File: src/rtl/mem_pool_pkg.sv
// Shared constants and the loader FSM state type for the memory-pool blocks.
// Default geometry: 8 banks x 8 units x 8 bits, 4K-deep banks.
package mem_pool_pkg;

    localparam int CHL_PARA_DEF        = 8;
    localparam int BANK_ADDR_WIDTH_DEF = 12;
    localparam int BANK_UNIT_WIDTH_DEF = 8;

    localparam int BW         = CHL_PARA_DEF * BANK_UNIT_WIDTH_DEF;
    localparam int BANK_DEPTH = 1 << BANK_ADDR_WIDTH_DEF;

    typedef enum logic [1:0] {
        ST_IDLE = 2'd0,
        ST_BIAS = 2'd1,
        ST_WEIT = 2'd2,
        ST_DONE = 2'd3
    } wload_state_e;

    // Counter width able to index n items; never narrower than one bit.
    function automatic int bits_for(input int n);
        return (n > 1) ? $clog2(n) : 1;
    endfunction

endpackage

File: src/rtl/weight_load_ctrl_if.sv
// Upstream side of the weight loader: load command plus the bank-row beat stream.
// Both channels use valid/ready: a transfer happens on a rising clk edge where valid
// and ready are both high; the source holds valid and payload until that edge.
interface weight_load_ctrl_if #(
    parameter int BANK_ADDR_WIDTH = 12,
    parameter int BW              = 64
);
    logic                       cmd_valid_i;
    logic                       cmd_ready_o;
    logic [BANK_ADDR_WIDTH-1:0] cmd_weit_base_i;
    logic [BANK_ADDR_WIDTH:0]   cmd_weit_rows_i;
    logic [BANK_ADDR_WIDTH-1:0] cmd_bias_base_i;
    logic [BANK_ADDR_WIDTH:0]   cmd_bias_rows_i;

    logic [BW-1:0]              s_data_i;
    logic                       s_valid_i;
    logic                       s_ready_o;

    modport master (
        output cmd_valid_i, cmd_weit_base_i, cmd_weit_rows_i,
               cmd_bias_base_i, cmd_bias_rows_i, s_data_i, s_valid_i,
        input  cmd_ready_o, s_ready_o
    );

    modport slave (
        input  cmd_valid_i, cmd_weit_base_i, cmd_weit_rows_i,
               cmd_bias_base_i, cmd_bias_rows_i, s_data_i, s_valid_i,
        output cmd_ready_o, s_ready_o
    );

endinterface

File: src/rtl/wload_addr_gen.sv
// Bank/address walker for one region: bank-minor order, BANKS beats per address.
// load_i restarts it at base_i with rows_i*BANKS beats remaining.
module wload_addr_gen
    import mem_pool_pkg::*;
#(
    parameter int BANKS = 8,
    parameter int AW    = 12
) (
    input  logic             clk,
    input  logic             rst_p,
    input  logic             load_i,
    input  logic [AW-1:0]    base_i,
    input  logic [AW:0]      rows_i,
    input  logic             step_i,
    output logic [BANKS-1:0] bank_oh_o,
    output logic [AW-1:0]    addr_o,
    output logic             last_o
);

    localparam int BCW = bits_for(BANKS);
    localparam int RW  = AW + 1 + BCW;

    logic [BCW-1:0] bank_q, bank_d;
    logic [AW-1:0]  addr_q, addr_d;
    logic [RW-1:0]  rem_q,  rem_d;

    always_comb begin
        bank_d = bank_q;
        addr_d = addr_q;
        rem_d  = rem_q;
        if (load_i) begin
            bank_d = '0;
            addr_d = base_i;
            rem_d  = RW'(rows_i) * RW'(BANKS);
        end else if (step_i && (rem_q != '0)) begin
            rem_d = rem_q - 1'b1;
            // Address moves only when the bank counter wraps; it wraps modulo 2^AW.
            if (bank_q == BCW'(BANKS - 1)) begin
                bank_d = '0;
                addr_d = addr_q + 1'b1;
            end else begin
                bank_d = bank_q + 1'b1;
            end
        end
    end

    always_ff @(posedge clk) begin
        if (rst_p) begin
            bank_q <= '0;
            addr_q <= '0;
            rem_q  <= '0;
        end else begin
            bank_q <= bank_d;
            addr_q <= addr_d;
            rem_q  <= rem_d;
        end
    end

    assign bank_oh_o = BANKS'(1) << bank_q;
    assign addr_o    = addr_q;
    assign last_o    = (rem_q == RW'(1));

endmodule

File: src/rtl/weight_load_ctrl.sv
// Loader control filling the bias then weight BRAM groups from a beat stream.
// Optional WLOAD_RANGE_CHECK_EN rejects commands that would run past the bank end.
module weight_load_ctrl
    import mem_pool_pkg::*;
#(
    parameter int CHL_PARA        = CHL_PARA_DEF,
    parameter int BANK_ADDR_WIDTH = BANK_ADDR_WIDTH_DEF,
    parameter int BANK_UNIT_WIDTH = BANK_UNIT_WIDTH_DEF,
    localparam int BWL            = CHL_PARA * BANK_UNIT_WIDTH
) (
    input  logic                         clk,
    input  logic                         rst_p,
    weight_load_ctrl_if.slave            up_if,

    output logic                         weight_write_en_o,
    output logic [CHL_PARA-1:0]          weight_write_bank_o,
    output logic [BANK_ADDR_WIDTH-1:0]   weight_write_addr_o,
    output logic [CHL_PARA*BWL-1:0]      weight_write_data_o,

    output logic                         bias_write_en_o,
    output logic                         bias_write_bank_o,
    output logic [BANK_ADDR_WIDTH-1:0]   bias_write_addr_o,
    output logic [BWL-1:0]               bias_write_data_o,

    output logic                         busy_o,
    output logic                         done_o,
    output logic                         err_o,
    output wload_state_e                 dbg_state_o
);

    wload_state_e state_q, state_d;

    logic cmd_ready_q, cmd_ready_d;
    logic s_ready_q,   s_ready_d;
    logic busy_q,      busy_d;
    logic done_q,      done_d;
    logic weit_zero_q, weit_zero_d;

    logic                       wen_q,   wen_d;
    logic [CHL_PARA-1:0]        wbank_q, wbank_d;
    logic [BANK_ADDR_WIDTH-1:0] waddr_q, waddr_d;
    logic [BWL-1:0]             wbeat_q, wbeat_d;

    logic                       ben_q,   ben_d;
    logic                       bbank_q, bbank_d;
    logic [BANK_ADDR_WIDTH-1:0] baddr_q, baddr_d;
    logic [BWL-1:0]             bdata_q, bdata_d;

    logic cmd_fire, beat_fire, gen_load, bias_step, weit_step, range_bad;

    logic [CHL_PARA-1:0]        weit_bank_oh;
    logic [BANK_ADDR_WIDTH-1:0] weit_addr;
    logic                       weit_last;
    logic [0:0]                 bias_bank_oh;
    logic [BANK_ADDR_WIDTH-1:0] bias_addr;
    logic                       bias_last;

    assign cmd_fire  = up_if.cmd_valid_i && cmd_ready_q;
    assign beat_fire = up_if.s_valid_i && s_ready_q;

    wload_addr_gen #(.BANKS(1), .AW(BANK_ADDR_WIDTH)) u_bias_gen (
        .clk       (clk),
        .rst_p     (rst_p),
        .load_i    (gen_load),
        .base_i    (up_if.cmd_bias_base_i),
        .rows_i    (up_if.cmd_bias_rows_i),
        .step_i    (bias_step),
        .bank_oh_o (bias_bank_oh),
        .addr_o    (bias_addr),
        .last_o    (bias_last)
    );

    wload_addr_gen #(.BANKS(CHL_PARA), .AW(BANK_ADDR_WIDTH)) u_weit_gen (
        .clk       (clk),
        .rst_p     (rst_p),
        .load_i    (gen_load),
        .base_i    (up_if.cmd_weit_base_i),
        .rows_i    (up_if.cmd_weit_rows_i),
        .step_i    (weit_step),
        .bank_oh_o (weit_bank_oh),
        .addr_o    (weit_addr),
        .last_o    (weit_last)
    );

`ifdef WLOAD_RANGE_CHECK_EN
    localparam logic [BANK_ADDR_WIDTH+1:0] DEPTH_X = (BANK_ADDR_WIDTH+2)'(1) << BANK_ADDR_WIDTH;

    logic [BANK_ADDR_WIDTH+1:0] weit_end, bias_end;
    logic                       err_q, err_d;

    assign weit_end  = {2'b00, up_if.cmd_weit_base_i} + {1'b0, up_if.cmd_weit_rows_i};
    assign bias_end  = {2'b00, up_if.cmd_bias_base_i} + {1'b0, up_if.cmd_bias_rows_i};
    assign range_bad = (weit_end > DEPTH_X) || (bias_end > DEPTH_X);

    always_comb begin
        err_d = err_q;
        if (cmd_fire && range_bad) begin
            err_d = 1'b1;
        end
    end

    always_ff @(posedge clk) begin
        if (rst_p) begin
            err_q <= 1'b0;
        end else begin
            err_q <= err_d;
        end
    end

    assign err_o = err_q;
`else
    assign range_bad = 1'b0;
    assign err_o     = 1'b0;
`endif

    always_comb begin
        state_d     = state_q;
        gen_load    = 1'b0;
        bias_step   = 1'b0;
        weit_step   = 1'b0;
        weit_zero_d = weit_zero_q;
        unique case (state_q)
            ST_IDLE: begin
                if (cmd_fire) begin
                    gen_load    = 1'b1;
                    weit_zero_d = (up_if.cmd_weit_rows_i == '0);
                    if (range_bad) begin
                        state_d = ST_DONE;
                    end else if (up_if.cmd_bias_rows_i != '0) begin
                        state_d = ST_BIAS;
                    end else if (up_if.cmd_weit_rows_i != '0) begin
                        state_d = ST_WEIT;
                    end else begin
                        state_d = ST_DONE;
                    end
                end
            end
            ST_BIAS: begin
                if (beat_fire) begin
                    bias_step = 1'b1;
                    if (bias_last) begin
                        state_d = weit_zero_q ? ST_DONE : ST_WEIT;
                    end
                end
            end
            ST_WEIT: begin
                if (beat_fire) begin
                    weit_step = 1'b1;
                    if (weit_last) begin
                        state_d = ST_DONE;
                    end
                end
            end
            ST_DONE: begin
                state_d = ST_IDLE;
            end
            default: begin
                state_d = ST_IDLE;
            end
        endcase
    end

    // Status and ready flops are precomputed from the next state so they are registered
    // yet line up with the state they describe.
    always_comb begin
        cmd_ready_d = (state_d == ST_IDLE);
        s_ready_d   = (state_d == ST_BIAS) || (state_d == ST_WEIT);
        busy_d      = (state_d != ST_IDLE);
        done_d      = (state_d == ST_DONE);

        wen_d   = weit_step;
        wbank_d = weit_step ? weit_bank_oh : '0;
        waddr_d = weit_step ? weit_addr : waddr_q;
        wbeat_d = weit_step ? up_if.s_data_i : wbeat_q;

        ben_d   = bias_step;
        bbank_d = bias_step & bias_bank_oh[0];
        baddr_d = bias_step ? bias_addr : baddr_q;
        bdata_d = bias_step ? up_if.s_data_i : bdata_q;
    end

    always_ff @(posedge clk) begin
        if (rst_p) begin
            state_q     <= ST_IDLE;
            cmd_ready_q <= 1'b1;
            s_ready_q   <= 1'b0;
            busy_q      <= 1'b0;
            done_q      <= 1'b0;
            weit_zero_q <= 1'b0;
            wen_q       <= 1'b0;
            wbank_q     <= '0;
            waddr_q     <= '0;
            wbeat_q     <= '0;
            ben_q       <= 1'b0;
            bbank_q     <= 1'b0;
            baddr_q     <= '0;
            bdata_q     <= '0;
        end else begin
            state_q     <= state_d;
            cmd_ready_q <= cmd_ready_d;
            s_ready_q   <= s_ready_d;
            busy_q      <= busy_d;
            done_q      <= done_d;
            weit_zero_q <= weit_zero_d;
            wen_q       <= wen_d;
            wbank_q     <= wbank_d;
            waddr_q     <= waddr_d;
            wbeat_q     <= wbeat_d;
            ben_q       <= ben_d;
            bbank_q     <= bbank_d;
            baddr_q     <= baddr_d;
            bdata_q     <= bdata_d;
        end
    end

    assign up_if.cmd_ready_o = cmd_ready_q;
    assign up_if.s_ready_o   = s_ready_q;

    // One beat register feeds every bank slice; the one-hot bank picks the live slice.
    assign weight_write_en_o   = wen_q;
    assign weight_write_bank_o = wbank_q;
    assign weight_write_addr_o = waddr_q;
    assign weight_write_data_o = {CHL_PARA{wbeat_q}};

    assign bias_write_en_o   = ben_q;
    assign bias_write_bank_o = bbank_q;
    assign bias_write_addr_o = baddr_q;
    assign bias_write_data_o = bdata_q;

    assign busy_o      = busy_q;
    assign done_o      = done_q;
    assign dbg_state_o = state_q;

endmodule

File: src/flat_wrapper.sv
// flat-port wrapper written by rule: the top's interface ports become plain ports
module weight_load_ctrl_flat import mem_pool_pkg::*;
#(
    parameter int CHL_PARA        = CHL_PARA_DEF,
    parameter int BANK_ADDR_WIDTH = BANK_ADDR_WIDTH_DEF,
    parameter int BANK_UNIT_WIDTH = BANK_UNIT_WIDTH_DEF,
    localparam int BWL            = CHL_PARA * BANK_UNIT_WIDTH
)
  (clk, rst_p, weight_write_en_o, weight_write_bank_o, weight_write_addr_o, weight_write_data_o, bias_write_en_o, bias_write_bank_o, bias_write_addr_o, bias_write_data_o, busy_o, done_o, err_o, dbg_state_o, up_if_cmd_valid_i, up_if_cmd_weit_base_i, up_if_cmd_weit_rows_i, up_if_cmd_bias_base_i, up_if_cmd_bias_rows_i, up_if_s_data_i, up_if_s_valid_i, up_if_cmd_ready_o, up_if_s_ready_o);
  weight_load_ctrl_if #(.BANK_ADDR_WIDTH(BANK_ADDR_WIDTH), .BW(((8) * (8)))) up_if_i ();
  input  logic clk;
  input  logic rst_p;
  output logic weight_write_en_o;
  output logic [CHL_PARA-1:0] weight_write_bank_o;
  output logic [BANK_ADDR_WIDTH-1:0] weight_write_addr_o;
  output logic [CHL_PARA*BWL-1:0] weight_write_data_o;
  output logic bias_write_en_o;
  output logic bias_write_bank_o;
  output logic [BANK_ADDR_WIDTH-1:0] bias_write_addr_o;
  output logic [BWL-1:0] bias_write_data_o;
  output logic busy_o;
  output logic done_o;
  output logic err_o;
  output wload_state_e dbg_state_o;
  input wire logic [$bits(up_if_i.cmd_valid_i)-1:0] up_if_cmd_valid_i;
  input wire logic [$bits(up_if_i.cmd_weit_base_i)-1:0] up_if_cmd_weit_base_i;
  input wire logic [$bits(up_if_i.cmd_weit_rows_i)-1:0] up_if_cmd_weit_rows_i;
  input wire logic [$bits(up_if_i.cmd_bias_base_i)-1:0] up_if_cmd_bias_base_i;
  input wire logic [$bits(up_if_i.cmd_bias_rows_i)-1:0] up_if_cmd_bias_rows_i;
  input wire logic [$bits(up_if_i.s_data_i)-1:0] up_if_s_data_i;
  input wire logic [$bits(up_if_i.s_valid_i)-1:0] up_if_s_valid_i;
  output wire logic [$bits(up_if_i.cmd_ready_o)-1:0] up_if_cmd_ready_o;
  output wire logic [$bits(up_if_i.s_ready_o)-1:0] up_if_s_ready_o;
  assign up_if_i.cmd_valid_i = up_if_cmd_valid_i;
  assign up_if_i.cmd_weit_base_i = up_if_cmd_weit_base_i;
  assign up_if_i.cmd_weit_rows_i = up_if_cmd_weit_rows_i;
  assign up_if_i.cmd_bias_base_i = up_if_cmd_bias_base_i;
  assign up_if_i.cmd_bias_rows_i = up_if_cmd_bias_rows_i;
  assign up_if_i.s_data_i = up_if_s_data_i;
  assign up_if_i.s_valid_i = up_if_s_valid_i;
  assign up_if_cmd_ready_o = up_if_i.cmd_ready_o;
  assign up_if_s_ready_o = up_if_i.s_ready_o;
  weight_load_ctrl #(.CHL_PARA(CHL_PARA), .BANK_ADDR_WIDTH(BANK_ADDR_WIDTH), .BANK_UNIT_WIDTH(BANK_UNIT_WIDTH)) u_core (.clk(clk), .rst_p(rst_p), .up_if(up_if_i), .weight_write_en_o(weight_write_en_o), .weight_write_bank_o(weight_write_bank_o), .weight_write_addr_o(weight_write_addr_o), .weight_write_data_o(weight_write_data_o), .bias_write_en_o(bias_write_en_o), .bias_write_bank_o(bias_write_bank_o), .bias_write_addr_o(bias_write_addr_o), .bias_write_data_o(bias_write_data_o), .busy_o(busy_o), .done_o(done_o), .err_o(err_o), .dbg_state_o(dbg_state_o));
endmodule
File: config.mk
export PLATFORM = sky130hd
export DESIGN_NAME = weight_load_ctrl_flat
export DESIGN_NICKNAME = d
export VERILOG_FILES = /design/src/rtl/mem_pool_pkg.sv /design/src/rtl/weight_load_ctrl_if.sv /design/src/rtl/wload_addr_gen.sv /design/src/rtl/weight_load_ctrl.sv /design/src/flat_wrapper.sv
export SDC_FILE = /design/constraint.sdc
export NUM_CORES = 1
export LEC_CHECK = 0
export CAP_MARGIN = 25
export CELL_PAD_IN_SITES_DETAIL_PLACEMENT = 1
export CELL_PAD_IN_SITES_GLOBAL_PLACEMENT = 1
export CORE_AREA = 2 2 286 288
export CTS_CLUSTER_DIAMETER = 200
export DETAILED_ROUTE_END_ITERATION = 16
export DIE_AREA = 0 0 288 290
export PLACE_DENSITY_LB_ADDON = 0.3
export SLEW_MARGIN = 20
export SYNTH_ARGS = -nofsm -noshare
export SYNTH_HDL_FRONTEND = slang
export SYNTH_SLANG_ARGS = --single-unit
export TNS_END_PERCENT = 10
File: constraint.sdc
create_clock -name clk -period 5.9 [get_ports clk]
set_input_delay 1.77 -clock clk [delete_from_list [all_inputs] [get_ports clk]]
set_output_delay 1.77 -clock clk [all_outputs]
set_load 0.02 [all_outputs]
==> impl_metrics.ini, run 1 <==
[outcome]
status = completed

[power]
power.total_mw = 3.92
cellPowerDensity_nw_per_um2 = 211
ir_drop_mv = 0.230
p_leak_nw = 5.97

[floorplan]
io-pin-count = 736
start_util_pct = 15.5
die_y_microns = 290
core_sq_um = 80200
fp-row-count = 104
die_x_microns = 288
dieArea_sq_um = 83500

[yosys]
seq_area_frac_synth_pct = 36.5
synth_cell_type_count = 65
yosysWarnings = 0
ys_ff_latch = 226
synth.area.mux_share_pct = 0.606
synth_simple_gate_area_share_pct = 17.0
syn_area_sq_um = 12400
synth_compound_area_share_pct = 13.0
synth_xor_area_share_pct = 1.27
synth_flop_cell = dfxtp_1
synthArstFlopShare_pct = 0
syn_inst = 1560
synth_fa_ha_area_share_pct = 1.51
synth_top_family_by_area = buffers and inverters
synthesis.nets = 1693
syn_avg_cell_area_sq_um = 7.95
synth_edf_count = 0

[timing]
post-route-period-util_pct = 63.1
max_freq_mhz = 269
tns_ps = 0
clock_skew_ps = 19.1
finalCriticalPeriod_ps = 3720
rsz0062_at_grt = no
report.final.slew_viol_count = 0
worstMarginPinSlew_ps = 921
final-setup-viol-count = 0
slew_headroom_pct = 38.6
hold_viol = 0

[clock_tree]
worst_skew_pair.late_latency_ps = 600
cts.htree.levels = 1
cts_buffers = 31
clock-sinks = 226
cts.clk_slew.worst_paths_ps = 60
hold_buffers = 0
clock_tree.buffer_depth = 3
cts_root_buffer = clkbuf_16
cts_setup_buffers = 0
ctsResizeCount = 0
tritoncts = built

[detailed_routing]
vias = 10950
viasPerCell = 3.78
ant_nets = 0
wire_per_inst_microns = 18.1
dr.pass1.iters = 4
wl_mm = 52.6
drtIter0Drc = 426
drc = 0

[placed_design]
placed_area_sq_um = 17500
globalplace.congestion = 0.723
hpwlAfterDp_mm = 39.5
io_buffers = 734

[critical_path]
critPathBufInv = 1
crit_type = in -> reg
slowest_stage = and4b_4
startpoint_type = input pin
critPathTopFamily = simple AND/OR/NAND/NOR gates
cp.arrival_ps = 4200
crit_path_end_kind = flop
crit_required_ps = 6380
r2r_cells = 5
cp.depth = 6
path_cells = clkdlybuf4s50_1, and4b_4, nand4_1, a21oi_1, nor3_1, a2111oi_0
max_stage_delay_ps = 740
worstPathMaxFanout = 39

[job]
max_cap_violations = 0

[global_route]
grtUsageMet3_pct = 2.71
grt_pass1_wl_mm = 76.9
busiest_layer = met2
grt_max_degree = 99
first_global_vias = 11173
met1_usage_pct = 14.9
grt_use_total_pct = 12.0
antenna_found_initial = 7
grt-ovfl-total = 0
globalRouteMet2Util_pct = 21.1

[layout]
nets = 1946
utilization_pct = 23.2
drive_above_1_share_pct = 4.74
fin_area_sq_um = 18600
area_growth_pct = 49.9

[hold_path]
hp-class = reg -> reg
hold-path-cell-count = 2
metrics by stage:
stage / worst slack [ps] / instances / hold WS (ps)
CTS: 2140 / 2894 / 455
detailed placement: 1490 / 2838 / 447
global route: 1820 / 2896 / 475
floorplan: 2650 / 1560 / 433
global placement: 1120 / 2838 / 443
finish: 2180 / 2899 / 454
cell type report:
type	instances	area (sq um)
Tap cell	1060	1330
Multi-Input combinational cell	795	4200
Fill cell	9396	61600
Sequential cell	226	4520
Antenna cell	3	7.51
Timing Repair Buffer	747	7470
Inverter	12	45.0
Clock inverter	10	108
Clock buffer	46	902
power by group:
| part | leakage [nW] | internal, mW | switching, mW | total, mW |
|---|---|---|---|---|
| Clock | 0.502 | 1.13 | 0.766 | 1.90 |
| Combinational | 3.64 | 0.173 | 0.226 | 0.400 |
| Sequential | 1.83 | 1.57 | 0.0535 | 1.62 |
| Total | 5.97 | 2.88 | 1.05 | 3.92 |
kinds of logic (layout without fill, tap and decap cells):
| logic type | count (synthesis) | in the layout |
|---|---|---|
| other | 1 | 4 |
| AO/OA/AOI/OAI | 266 | 266 |
| flip-flops | 226 | 226 |
| AND/OR/NAND/NOR | 488 | 488 |
| adder cells (fa/ha/maj) | 15 | 15 |
| multiplexers | 7 | 7 |
| buffers and inverters | 539 | 815 |
| XOR/XNOR | 18 | 18 |
registers in the layout, indices dropped and copies added, names as in the netlist, 2 cells and up:
signal and flops:
u_core.weight_write_bank_o 8, u_core.bias_write_addr_o 12, u_core.u_bias_gen.rem_q 14, u_core.dbg_state_o 2, u_core.weight_write_addr_o 12, u_core.bias_write_data_o 64, u_core.u_bias_gen.addr_o 12, u_core.u_weit_gen.addr_o 12
u_core.u_weit_gen.bank_q 3, u_core.u_weit_gen.rem_q 16, u_core.wbeat_q 64
routing by layer:
metal | routed length, microns | share of wire (%)
met4 | 847 | 1.6
met2 | 26000 | 50
met5 | 21 | 0.040
met1 | 22400 | 43
met3 | 3300 | 6.3
worst min-delay path, delay by kind of cell (launching register included):
kind / cells / cell delay, ps
AO/OA/AOI/OAI: 1 / 50
flip-flops: 1 / 310
AND/OR/NAND/NOR: 1 / 50
synth_stat cells, types with 3 or more instances:
library cell / n / share of area, %
buf_1: 6 / 0.18
or4_1: 3 / 0.18
or3_2: 3 / 0.18
nor3_1: 18 / 0.73
nand2_1: 332 / 10
a32oi_1: 5 / 0.35
and4b_1: 3 / 0.24
o311ai_0: 4 / 0.28
buf_4: 451 / 27
buf_2: 3 / 0.12
a21o_1: 3 / 0.18
nand3_1: 13 / 0.52
nand2b_1: 3 / 0.15
mux2_2: 4 / 0.36
clkbuf_1: 66 / 2.0
dfxtp_1: 226 / 36
a211oi_1: 23 / 1.4
a311oi_1: 7 / 0.49
xnor2_1: 12 / 0.85
o21ai_0: 4 / 0.16
inv_1: 12 / 0.36
nor4_1: 15 / 0.76
and2_1: 5 / 0.25
nand4_1: 14 / 0.71
mux2i_1: 3 / 0.24
ha_1: 15 / 1.5
a31oi_1: 5 / 0.25
and3_1: 7 / 0.35
o211ai_1: 4 / 0.24
a22oi_1: 5 / 0.30
o21bai_1: 4 / 0.24
nor2b_1: 4 / 0.20
a21oi_1: 175 / 7.1
xor2_1: 6 / 0.42
nor2_1: 52 / 1.6
a2111oi_0: 6 / 0.42
o21a_1: 5 / 0.30
placed cells by master, fill, tap and decap left out, types with 5 or more instances in the layout:
cell type	n
clkdlybuf4s50_1	733
nand2_1	332
dfxtp_1	226
a21oi_1	175
nor2_1	52
clkbuf_16	31
a211oi_1	23
nor3_1	17
ha_1	15
nor4_1	14
nand4_1	14
xnor2_1	12
nand3_1	12
inv_1	12
buf_4	10
clkbuf_1	8
and3_1	7
a311oi_1	7
clkbuf_8	7
a2111oi_0	6
xor2_1	6
clkinv_2	6
a22oi_1	5
a31oi_1	5
a32oi_1	5
and2_1	5
o21a_1	5
final timing paths:
check	slack [ps]	to	startpoint
worst max register to register	3290	u_core.u_bias_gen.rem_q[2]	u_core.u_bias_gen.rem_q[2]
worst min-delay path	450	u_core.bias_write_addr_o[10]	u_core.bias_write_addr_o[10]
worst max-delay path	2180	u_core.u_bias_gen.addr_o[4]	up_if_s_valid_i
worst min register to register	450	u_core.bias_write_addr_o[10]	u_core.bias_write_addr_o[10]
Power figures use the tool's default switching activity.
==> inputs of run 2 (changes only) <==
--- a/config.mk
+++ b/config.mk
@@ -8,10 +8,10 @@
 export CAP_MARGIN = 25
 export CELL_PAD_IN_SITES_DETAIL_PLACEMENT = 1
 export CELL_PAD_IN_SITES_GLOBAL_PLACEMENT = 1
-export CORE_AREA = 2 2 286 288
+export CORE_AREA = 2 2 283 285
 export CTS_CLUSTER_DIAMETER = 200
 export DETAILED_ROUTE_END_ITERATION = 16
-export DIE_AREA = 0 0 288 290
+export DIE_AREA = 0 0 285 287
 export PLACE_DENSITY_LB_ADDON = 0.3
 export SLEW_MARGIN = 20
 export SYNTH_ARGS = -nofsm -noshare
==> constraint.sdc (replaced) <==
create_clock -name clk -period 3.35 [get_ports clk]
set_input_delay 1.005 -clock clk [delete_from_list [all_inputs] [get_ports clk]]
set_output_delay 1.005 -clock clk [all_outputs]
set_load 0.02 [all_outputs]
==> impl_metrics.ini, run 2 (synthesis results as in run 1) <==
[outcome]
status = completed

[timing]
hold_viol = 0
worstMarginPinSlew_ps = 800
finalCriticalPeriod_ps = 3030
rsz0062_at_grt = no
slew_headroom_pct = 46.2
post-route-period-util_pct = 90.4
max_freq_mhz = 330
final-setup-viol-count = 0
clock_skew_ps = 26.2
report.final.slew_viol_count = 0

[floorplan]
dieArea_sq_um = 81800
fp-row-count = 103
core_sq_um = 78600
io-pin-count = 736
start_util_pct = 15.8
die_y_microns = 287
die_x_microns = 285

[clock_tree]
ctsResizeCount = 1
clock-sinks = 226
clock_tree.buffer_depth = 3
hold_buffers = 0
cts.clk_slew.worst_paths_ps = 60
cts_buffers = 31
worst_skew_pair.late_latency_ps = 600
tritoncts = built
cts_setup_buffers = 0
cts.htree.levels = 1
cts_root_buffer = clkbuf_16

[hold_path]
hp-class = reg -> reg

[critical_path]
startpoint_type = input pin
reg2reg_to = u_core.u_weit_gen.addr_o[6]
worstPathMaxFanout = 4
cp-endpoint = u_core.done_o
crit_path_end_kind = flop
cp.arrival_ps = 3510
r2r_cells = 6
critPathLaunch = up_if_cmd_bias_rows_i[11]
crit_type = in -> reg
r2r_start = u_core.u_weit_gen.rem_q[8]
reg2reg_slack_ps = 780
crit_required_ps = 3830

[global_route]
grt_max_degree = 85
antenna_found_initial = 2
first_global_vias = 11034
grt-ovfl-total = 0
grt_pass1_wl_mm = 75.3
grt_use_total_pct = 11.9

[layout]
final_cell_mix = clkdlybuf4s50_1, nand2_1, dfxtp_1
nets = 1967
final_common_cell = clkdlybuf4s50_1
stdcell_count = 2906
multi_input_area_sq_um = 4190
area_growth_pct = 50.9
nFillCells = 9113
drive_above_1_share_pct = 5.88
seq_area_sq_um = 4520

[power]
power.total_mw = 6.85
p_leak_nw = 6.06
cellPowerDensity_nw_per_um2 = 366
ir_drop_mv = 0.341

[detailed_routing]
drc = 0
vias = 11029
wire_per_inst_microns = 18.0
viasPerCell = 3.80
wl_mm = 52.3
ant_nets = 0
drtIter0Drc = 505
dr.pass1.iters = 4

[placed_design]
io_buffers = 734
dpl.cell_count = 2851
globalplace.congestion = 0.774
hpwlAfterDp_mm = 40.1

[job]
max_cap_violations = 0
-- run 2: changes by cell type in the layout (fill, tap and decap cells not counted), sizes merged --
cell and delta:
buf +22, diode -2, clkbuf -5, bufinv -1, clkinvlp +2, clkinv +1
-- run 2: critical path: stages --
cell	delay, ps
clkdlybuf4s50_1	530
nor4_2	580
nand4_1	430
a32oi_1	320
and3_1	260
inv_1	60
ha_1	190
nor2b_1	120
-- run 2: power breakdown --
| group | leakage, nW | total (mW) | switching (mW) | internal (mW) |
|---|---|---|---|---|
| logic | 3.75 | 0.729 | 0.402 | 0.327 |
| clock network | 0.487 | 3.25 | 1.36 | 1.90 |
| registers | 1.83 | 2.86 | 0.0958 | 2.77 |
-- run 2: area by class of cell --
cell class                      count  share of cell area, %
Antenna cell                        1                 0.0134
Clock buffer                       42                   4.69
Clock inverter                     12                  0.582
Inverter                           12                  0.241
Multi-Input combinational cell    795                   22.4
Sequential cell                   226                   24.2
Tap cell                         1050                   7.02
Timing Repair Buffer              768                   40.8
-- run 2: layer usage --
layer	wire, microns	global-route usage, %	vias up
li1	-	-	5280
met1	22700	15.3	5384
met2	25700	20.4	321
met3	2880	2.52	42
met4	962	2.51	2
met5	12	0	-
-- run 2: stage by stage --
stage               worst slack (ps)  TNS [ps]  hold WS, ps  util (%)  area, sq um
global route                     144         0          475      23.8        18700
CTS                              297         0          456      23.8        18700
finish                           320         0          453      23.8        18700
global placement                -754     -3480          442      22.5        17700
detailed placement              -713     -3130          449      22.5        17700
floorplan                        862         0          433         -        12400
-- run 2: worst min-delay path by stage --
stage / startpoint / end / slack [ps] / depth (start not counted)
floorplan: u_core.weit_zero_q / u_core.weit_zero_q / 430 / 2
global placement: u_core.bias_write_data_o[50] / u_core.bias_write_data_o[50] / 440 / 2
detailed placement: u_core.bias_write_data_o[37] / u_core.bias_write_data_o[37] / 450 / 2
CTS: u_core.bias_write_data_o[37] / u_core.bias_write_data_o[37] / 460 / 2
global route: u_core.bias_write_data_o[62] / u_core.bias_write_data_o[62] / 480 / 2
finish: u_core.bias_write_data_o[62] / u_core.bias_write_data_o[62] / 450 / 2
==> inputs of run 3 (changes only) <==
--- a/config.mk
+++ b/config.mk
@@ -12,6 +12,7 @@
 export CTS_CLUSTER_DIAMETER = 200
 export DETAILED_ROUTE_END_ITERATION = 16
 export DIE_AREA = 0 0 285 287
+export GPL_ROUTABILITY_DRIVEN = 1
 export PLACE_DENSITY_LB_ADDON = 0.3
 export SLEW_MARGIN = 20
 export SYNTH_ARGS = -nofsm -noshare
==> results of run 3 <==
Same layout as run 2: the final DEF is identical, and so are final timing and power.
